File: src/rtl/exec_seq_ctrl.sv
// exec_seq_ctrl: execute-stage sequencer in front of the shared ALU.
// Single-cycle ops register the ALU result directly. MUL runs an iterative
// shift-add loop that borrows the ALU as its adder while the pipe is stalled.
// Optional build macro: MUL_EARLY_EXIT_EN (ends the multiply as soon as the
// remaining multiplier bits are all zero).
module exec_seq_ctrl #(
  parameter int unsigned WIDTH   = 32,
  parameter int unsigned CNT_W   = 6,
  parameter logic [3:0]  ALU_ADD = 4'b0000
) (
  input  logic             clk,
  input  logic             rst,
  input  logic             in_valid,
  output logic             in_ready,
  input  logic [WIDTH-1:0] op1,
  input  logic [WIDTH-1:0] op2,
  input  logic [3:0]       alu_operation,
  input  logic             is_mul,
  input  logic             is_write_in,
  input  logic             is_store_in,
  input  logic             is_load_in,
  input  logic             is_branch_in,
  input  logic             flush,
  output logic [WIDTH-1:0] alu_a,
  output logic [WIDTH-1:0] alu_b,
  output logic [3:0]       alu_ctrl,
  input  logic [WIDTH-1:0] alu_result,
  output logic             out_valid,
  output logic [WIDTH-1:0] result,
  output logic             is_write_out,
  output logic             is_store_out,
  output logic             is_load_out,
  output logic             is_branch_out,
  output logic             stall
);

  typedef enum logic {
    IDLE    = 1'b0,
    MUL_RUN = 1'b1
  } state_t;

  state_t             r_state;
  state_t             w_state_nxt;

  logic [WIDTH-1:0]   r_acc;
  logic [WIDTH-1:0]   r_mcand;
  logic [WIDTH-1:0]   r_mplier;
  logic [CNT_W-1:0]   r_count;
  logic               r_out_valid;
  logic [WIDTH-1:0]   r_result;
  logic               r_is_write;
  logic               r_is_store;
  logic               r_is_load;
  logic               r_is_branch;

  logic               w_accept;
  logic [WIDTH-1:0]   w_acc_step;
  logic [WIDTH-1:0]   w_mplier_shift;
  logic               w_last_iter;
  logic               w_mul_done;

  // Handshake: accept only when idle and not being flushed this cycle.
  always_comb begin
    in_ready = (r_state == IDLE) && !flush;
    w_accept = in_valid && in_ready;
    stall    = (r_state != IDLE);
  end

  // Multiply step: conditional accumulate through the ALU, then termination test.
  always_comb begin
    w_acc_step     = r_mplier[0] ? alu_result : r_acc;
    w_mplier_shift = r_mplier >> 1;
    w_last_iter    = (r_count == CNT_W'(WIDTH - 1));
`ifdef MUL_EARLY_EXIT_EN
    w_mul_done     = w_last_iter || (w_mplier_shift == '0);
`else
    w_mul_done     = w_last_iter;
`endif
  end

  // ALU operand/function mux: pass-through when idle, accumulator add when multiplying.
  always_comb begin
    alu_a    = op1;
    alu_b    = op2;
    alu_ctrl = alu_operation;
    if (r_state == MUL_RUN) begin
      alu_a    = r_acc;
      alu_b    = r_mcand;
      alu_ctrl = ALU_ADD;
    end
  end

  // Next-state logic; flush wins over multiply completion.
  always_comb begin
    w_state_nxt = r_state;
    case (r_state)
      IDLE: begin
        if (w_accept && is_mul) w_state_nxt = MUL_RUN;
      end
      MUL_RUN: begin
        if (flush || w_mul_done) w_state_nxt = IDLE;
      end
      default: w_state_nxt = IDLE;
    endcase
  end

  // State register.
  always_ff @(posedge clk or posedge rst) begin
    if (rst) r_state <= IDLE;
    else     r_state <= w_state_nxt;
  end

  // Datapath: operand capture, shift-add iteration and registered outputs.
  always_ff @(posedge clk or posedge rst) begin
    if (rst) begin
      r_acc       <= '0;
      r_mcand     <= '0;
      r_mplier    <= '0;
      r_count     <= '0;
      r_out_valid <= 1'b0;
      r_result    <= '0;
      r_is_write  <= 1'b0;
      r_is_store  <= 1'b0;
      r_is_load   <= 1'b0;
      r_is_branch <= 1'b0;
    end else begin
      r_out_valid <= 1'b0;
      if (!flush) begin
        case (r_state)
          IDLE: begin
            if (w_accept) begin
              r_is_write  <= is_write_in;
              r_is_store  <= is_store_in;
              r_is_load   <= is_load_in;
              r_is_branch <= is_branch_in;
              if (is_mul) begin
                r_acc    <= '0;
                r_mcand  <= op1;
                r_mplier <= op2;
                r_count  <= '0;
              end else begin
                r_result    <= alu_result;
                r_out_valid <= 1'b1;
              end
            end
          end
          MUL_RUN: begin
            r_acc    <= w_acc_step;
            r_mcand  <= r_mcand << 1;
            r_mplier <= w_mplier_shift;
            r_count  <= r_count + CNT_W'(1);
            if (w_mul_done) begin
              r_result    <= w_acc_step;
              r_out_valid <= 1'b1;
            end
          end
          default: ;
        endcase
      end
    end
  end

  // Registered output ports.
  always_comb begin
    out_valid     = r_out_valid;
    result        = r_result;
    is_write_out  = r_is_write;
    is_store_out  = r_is_store;
    is_load_out   = r_is_load;
    is_branch_out = r_is_branch;
  end

endmodule

File: config.mk
export PLATFORM = sky130hd
export DESIGN_NAME = exec_seq_ctrl
export DESIGN_NICKNAME = d
export VERILOG_FILES = /design/src/rtl/exec_seq_ctrl.sv
export SDC_FILE = /design/constraint.sdc
export NUM_CORES = 1
export LEC_CHECK = 0
export BUFFER_PORTS_ARGS = -buffer_cell sky130_fd_sc_hd__buf_2
export CAP_MARGIN = 30
export CORE_ASPECT_RATIO = 0.7
export CORE_MARGIN = 4
export CORE_UTILIZATION = 50
export DETAILED_ROUTE_END_ITERATION = 6
export PLACE_DENSITY = 0.76
export SLEW_MARGIN = 20
export SYNTH_ARGS = -nofsm -noshare
export SYNTH_HDL_FRONTEND = slang
export SYNTH_SLANG_ARGS = --single-unit
File: constraint.sdc
create_clock -name clk -period 10.9 [get_ports clk]
set_input_delay 1.635 -clock clk [delete_from_list [all_inputs] [get_ports clk]]
set_output_delay 1.635 -clock clk [all_outputs]
set_load 0.02 [all_outputs]
After elaboration in Yosys (flattened, before gate mapping)
Index checks and enable logic that the tools add are counted.

cells by class
  muxes and demuxes = 28
  reductions and logical operators = 8
  add/sub/neg operators = 1
  bitwise logic cells = 2
  eq/ne operators = 5

operators with widths
  cell                                           count
  two-way mux 32 bit                             12
  case mux 32 bit (2 select lines)               4
  two-way mux 6 bit                              2
  case mux 6 bit (2 select lines)                1
  adder 6 x 1 -> 6 bit, second input constant    1
  == test 6 x 5 -> 1 bit, second input constant  1
  two-way mux 1 bit                              6
  != test 2 bit, second input constant           3
  AND reduction 3 bit                            2
  two-way mux 4 bit                              1
  case mux 1 bit (2 select lines)                2
  AND reduction 4 bit                            1
  logical AND 1 bit                              3
  != test 2 x 1 -> 1 bit, second input constant  1
  inverter 1 bit                                 2
  zero test 1 bit                                1
  logical OR 1 bit                               1

word-level totals
  bits of input ports = 109
  output and inout bits = 107
  register bits after elaboration = 140
  logic and storage cells = 55

Longest topological paths before layout
Gate-level depths: netlist of run 1.

  word-level depth = 6
  gate-level depth with buffers = 6
  gate-level depth less buffers = 4

Worst setup path before layout of run 1
OpenSTA, ideal clock, no wires.

  path kind = input to output
  from = input flush
  to = output in_ready
  path slack = 6.826 ns
  path buffers = 3
  arrival time = 2.439 ns
  cell stages on the path = 4
  cell sequence = buf_2 > clkbuf_1 > buf_1 > nor2_1

between the ends
  cells in the longest elaborated chain, start to end = 2

ends and longest elaborated chain
  element            line  text
  from (decl)        23    input logic flush,
  zero test 1 bit    --
  logical AND 1 bit  64    in_ready = (r_state == IDLE) && !flush;
  to (decl)          14    output logic in_ready,

No other way between the ends.

Worst setup path after layout of run 1
Same ends and word-level chain as after synthesis.

==> flow_summary.yaml, run 1 <==
logic_synthesis:
  synth-seq-cells: 140
  yosysMostFrequentCell: "dfrtp_1"
  synthDistinctLibCells: 34
  synth_warnings: 0
  synth_flop_cell: "dfrtp_1"
  synthTopCellsByArea: "dfrtp_1 (48%), mux2_2 (9.0%), o21ai_0 (6.8%), nand2_1 (6.5%), mux2i_1 (4.2%)"
  synthTopCellsByCount: "dfrtp_1 (140), nand2_1 (128), o21ai_0 (100), inv_1 (59), mux2_2 (59)"
  synth_largest_area_cell: "dfrtp_1"
  syn_nets: 888
  ys_async_sr_fraction_pct: 100
  synth_edf_count: 0
  netlist_area_um2: 7360
  yosysTopAreaCellShare_pct: 47.6
  synth.avg_cell_area_um2: 9.46
  synth_cells: 778
  synth-seq-area-share_pct: 47.6
run_status:
  status: "finished clean"
setup_path:
  crit_top_cell: "buf_2"
  start_kind: "input port"
  critical_path_class: "input port to primary output"
  crit_chain: "buf_2 -> buf_4 -> nor2_1 -> buf_2"
  cpMaxStageDelayCell: "buf_4"
  critPathRequiredTime_ps: 9270
  max_stage_delay_ps: 480
  endpoint_kind: "primary output"
  critPathMaxFanout: 40
  ff2ff_setup_slack_ps: 8040
  cp.arrival_ps: 2830
routing:
  vias: 6407
  routed_wl_mm: 20.8
  first_pass_iters: 5
  drtIter0Drc: 486
  ant_nets: 0
  viasPerCell: 5.51
  routedWlPerCell_um: 17.9
  drc: 0
floorplanning:
  rows: 36
  die_height_um: 109
  io_pins: 216
  core_area_um2: 14100
  start_util_pct: 52.0
  die_x_um: 153
  dieArea_um2: 16800
global_route:
  grt-ovfl-total: 0
  grt_max_degree: 116
  grt_pass1_wl_mm: 32.5
  grtUsageTotal_pct: 24.5
  antenna_found_initial: 1
  grt_pass1_vias: 5837
final_layout:
  area_growth_pct: 24.3
  final_cells: 1162
  fillers: 1192
  nets: 1071
  utilization_pct: 64.7
  drive_gt1_share_pct: 34.3
  antennaDiodeCount: 0
clock_tree:
  clockBufferDepth: 2
  cts_resized: 0
  clock_latency_ps: 400
  hold_buffers: 0
  cts_tree: "yes"
  cts.clk_slew.worst_paths_ps: 60
  cts_made_buffers: 17
  cts_root_buf: "clkbuf_16"
  cts_sinks: 140
  h-tree-depth: 4
  post_cts_buffers: 0
sta:
  rsz0062_at_grt: "false"
  hold_viol: 0
  max_freq_mhz: 224
  fin_hold_ws_ps: 501
  period_share_pct: 41.0
  slew-limit-headroom_pct: 34.6
  skew_ps: 6.96
  drv_slew: 0
  finalCriticalPeriod_ps: 4470
  tns_ps: 0
  worstMarginPinSlew_ps: 981
  setup_viol_count_final: 0
flow_run:
  drv_cap: 0
placed_design:
  port_buffers: 215
  placed_cells: 1131
  gp_congestion: 0.849
  hpwl_mm: 14.6
worst_hold_path:
  hold_path_class: "flop to flop"
power:
  p_per_area_nw_per_um2: 202
  total_leakage_power_nw: 4.39
  vdd_drop_max_mv: 0.117
layout by cell type, fill, tap and decap left out, types with 27 or more instances in the layout:
| cell type | instances |
|---|---|
| a31oi_1 | 31 |
| buf_2 | 215 |
| a21oi_1 | 32 |
| o22ai_1 | 27 |
| mux2_2 | 59 |
| nand2_1 | 127 |
| a22o_1 | 33 |
| mux2i_1 | 31 |
| inv_1 | 58 |
| dfrtp_1 | 138 |
| nand2b_1 | 35 |
| o21ai_0 | 100 |
through the flow:
step | worst slack (ps) | total power [W] | area (µm²)
floorplan | 5510 | 0.00108 | 7360
global placement | 6140 | 0.00123 | 8460
detailed placement | 6420 | 0.00125 | 8530
CTS | 6210 | 0.00186 | 9130
global route | 6350 | 0.00195 | 9150
finish | 6430 | 0.00185 | 9150
state kept, by name (all words and copies together), names as in the netlist, 6 cells and up:
register and flops:
r_acc 32, r_mcand 32, r_mplier 32, result 32, r_count 6
final cells by class:
type | count | area, µm² | share of cell area, %
Tap cell | 190 | 238 | 2.60
Inverter | 60 | 230 | 2.52
Sequential cell | 140 | 3510 | 38.3
Clock inverter | 12 | 174 | 1.90
Multi-Input combinational cell | 515 | 3350 | 36.6
Timing Repair Buffer | 227 | 1220 | 13.3
Clock buffer | 18 | 429 | 4.69
layer usage:
layer	global-route usage [%]	vias to the layer above	routed length [µm]
met5	0	-	13
met4	3.43	2	145
met3	7.71	16	1950
met2	33.7	260	8660
met1	38.4	3060	10100
li1	-	3069	-
where the power goes:
group	switching [W]	internal (W)
Clock	0.000219	0.000380
Sequential	0.000107	0.000649
Combinational	0.000281	0.000212
Total	0.000606	0.00124
critical path: cells and delay by family:
kind / cells / cell delay (ps)
AND/OR/NAND/NOR: 1 / 70
buffers and inverters: 3 / 1100
kinds of logic (layout without fill, tap and decap cells):
group                      after synthesis  in the layout  share of synthesized area, %
adders and majority gates                1              1                         0.170
muxes                                   99             99                          15.1
and+or+nand+nor                        183            183                          11.2
DFF                                    140            140                          47.6
buffers and inverters                  123            317                          6.95
AOI/OAI and AO/OA                      232            232                          19.0
path summary, 6_finish.rpt:
kind	cells past startpoint	endpoint	from
max in group asynchronous	4	stall$_DFF_PP0_	rst
worst max register to register	4	result[26]$_DFFE_PP0P_	r_mplier[0]$_DFFE_PP0P_
min in group asynchronous	2	result[5]$_DFFE_PP0P_	rst
worst min register to register	1	result[6]$_DFFE_PP0P_	result[6]$_DFFE_PP0P_
worst max-delay path	4	in_ready	flush
worst min-delay path	1	result[6]$_DFFE_PP0P_	result[6]$_DFFE_PP0P_
Note: power is estimated with default switching activity, not from simulation.
==> inputs of run 2 (changes only) <==
==> constraint.sdc (replaced) <==
create_clock -name clk -period 4.3 [get_ports clk]
set_input_delay 0.645 -clock clk [delete_from_list [all_inputs] [get_ports clk]]
set_output_delay 0.645 -clock clk [all_outputs]
set_load 0.02 [all_outputs]
==> run 2 against run 1 <==
Sequential share of layout area increased by 0.24 points; register-to-register slack got worse by 6400 ps; non-clock buffer count increased by 2; global-route usage increased by 0.48 points; utilization decreased by 0.40 points; critical path type is now flop to primary output; largest power group unchanged; highest routed layer is now met4.
==> flow_summary.yaml, run 2 (synthesis results as in run 1) <==
setup_path:
  max_stage_delay_ps: 960
  cp.arrival_ps: 2420
  crit_chain: "buf_4 -> nand2b_1 -> nand2_1 -> buf_2"
  critPathMaxFanout: 86
  worst-path-buf-inv: 2
  ff2ff_setup_slack_ps: 1670
  critical_path_depth: 4
  endpoint_kind: "primary output"
  critical_path_class: "flop to primary output"
  cpMaxStageDelayCell: "dfrtp_4"
  start_kind: "flop"
  critPathRequiredTime_ps: 3650
  crit_family: "flip-flops"
  rr_worst_depth: 4
clock_tree:
  clock_latency_ps: 400
  hold_buffers: 0
  post_cts_buffers: 0
  cts_root_buf: "clkbuf_16"
  cts_resized: 0
  cts_sinks: 140
  h-tree-depth: 4
  cts_made_buffers: 17
  cts_tree: "yes"
  clockBufferDepth: 2
  cts.clk_slew.worst_paths_ps: 60
placed_design:
  port_buffers: 215
  postPlaceCellArea_um2: 8530
  hpwl_mm: 14.9
  gp_congestion: 0.857
global_route:
  grtUsageTotal_pct: 24.9
  grt-ovfl-total: 0
  grt_pass1_vias: 5981
  grt_pass1_wl_mm: 33.2
  grt_max_degree: 87
  antenna_found_initial: 0
routing:
  first_pass_iters: 5
  drtIter0Drc: 548
  vias: 6424
  ant_nets: 0
  routedWlPerCell_um: 18.1
  viasPerCell: 5.51
  routed_wl_mm: 21.1
  drc: 0
sta:
  skew_ps: 10.2
  slew-limit-headroom_pct: 41.5
  finalCriticalPeriod_ps: 3070
  hold_viol: 0
  period_share_pct: 71.3
  rsz0062_at_grt: "false"
  tns_ps: 0
  drv_slew: 0
  setup_viol_count_final: 0
  max_freq_mhz: 326
  worstMarginPinSlew_ps: 877
power:
  p_seq_share_pct: 41.5
  switching_share_pct: 33.6
  total_leakage_power_nw: 4.35
  combPwrFrac_pct: 27.8
  clock_power_share_pct: 30.7
  p_int_w: 0.00303
  p_per_area_nw_per_um2: 503
  vdd_drop_max_mv: 0.269
  power_switching_w: 0.00154
floorplanning:
  core_area_um2: 14100
  io_pins: 216
  dieArea_um2: 16800
  start_util_pct: 52.0
  die_x_um: 153
  rows: 36
  die_height_um: 109
flow_run:
  drv_cap: 0
final_layout:
  area_growth_pct: 23.6
  drive_gt1_share_pct: 34.2
  antennaDiodeCount: 0
  design_area_um2: 9090
  final_common_cell: "buf_2"
  nets: 1073
  final_cell_mix: "buf_2 (215), dfrtp_1 (138), nand2_1 (127)"
worst_hold_path:
  hold_path_class: "input port to async pin"
run_status:
  status: "finished clean"
run 2: cell types whose count changed in the layout (fill, tap and decap cells not counted), moves of 2 or more:
cell        change
bufinv_16       -2
buf_4           +4
clkbuf_1        +3
clkinvlp_4      +2
clkinv_2        -2
run 2: power by group through the flow:
stage	clock [W]	combinational (W)	sequential (W)
3_3_place_gp	0	0.00123	0.00190
2_1_floorplan	0	0.000788	0.00195
5_1_grt	0.00149	0.00140	0.00195
4_1_cts	0.00143	0.00128	0.00189
3_5_place_dp	0	0.00127	0.00191
6_report	0.00140	0.00127	0.00190
run 2: layout make-up:
type                       instances  area, µm²
clock buffer                      21        440
inverter                          60        229
tap                              190        238
fill                            1196       5050
timing repair buffer             229       1210
clock inverter                    10        120
sequential                       140       3510
multi-input combinational        515       3350
run 2: stage by stage:
step	instances	setup slack, ps	power [W]	hold slack (ps)	util [%]
2_1_floorplan	778	1910	0.00274	467	-
3_3_place_gp	1133	1560	0.00313	487	60.2
3_5_place_dp	1134	1550	0.00318	491	60.3
4_1_cts	1165	1200	0.00460	405	64.3
5_1_grt	1165	1070	0.00483	442	64.3
6_report	1165	1230	0.00457	395	64.3
run 2: worst reg2reg max path: cells and delay by family, from the launching register on:
kind | cells | cell delay [ps]
DFF | 1 | 960
buffers and inverters | 1 | 390
and+or+nand+nor | 1 | 570
muxes | 2 | 600
run 2: path summary, 6_finish.rpt:
| check | startpoint | end |
|---|---|---|
| min reg2reg | result[5]$_DFFE_PP0P_ | result[5]$_DFFE_PP0P_ |
| max reg2reg | stall$_DFF_PP0_ | result[4]$_DFFE_PP0P_ |
| max | stall$_DFF_PP0_ | alu_a[16] |
| min | rst | r_mplier[4]$_DFFE_PP0P_ |
| min in group clk | is_store_in | is_store_out$_DFFE_PP0P_ |
| max in group asynchronous | rst | result[3]$_DFFE_PP0P_ |
run 2: per-layer routing:
| metal | part of all wire, % | vias to the layer above | track usage (%) |
|---|---|---|---|
| li1 | - | 3076 | - |
| met2 | 41 | 251 | 33.4 |
| met1 | 50 | 3074 | 40.2 |
| met5 | 0 | - | 0 |
| met3 | 7.9 | 23 | 5.86 |
| met4 | 1.3 | 0 | 5.85 |
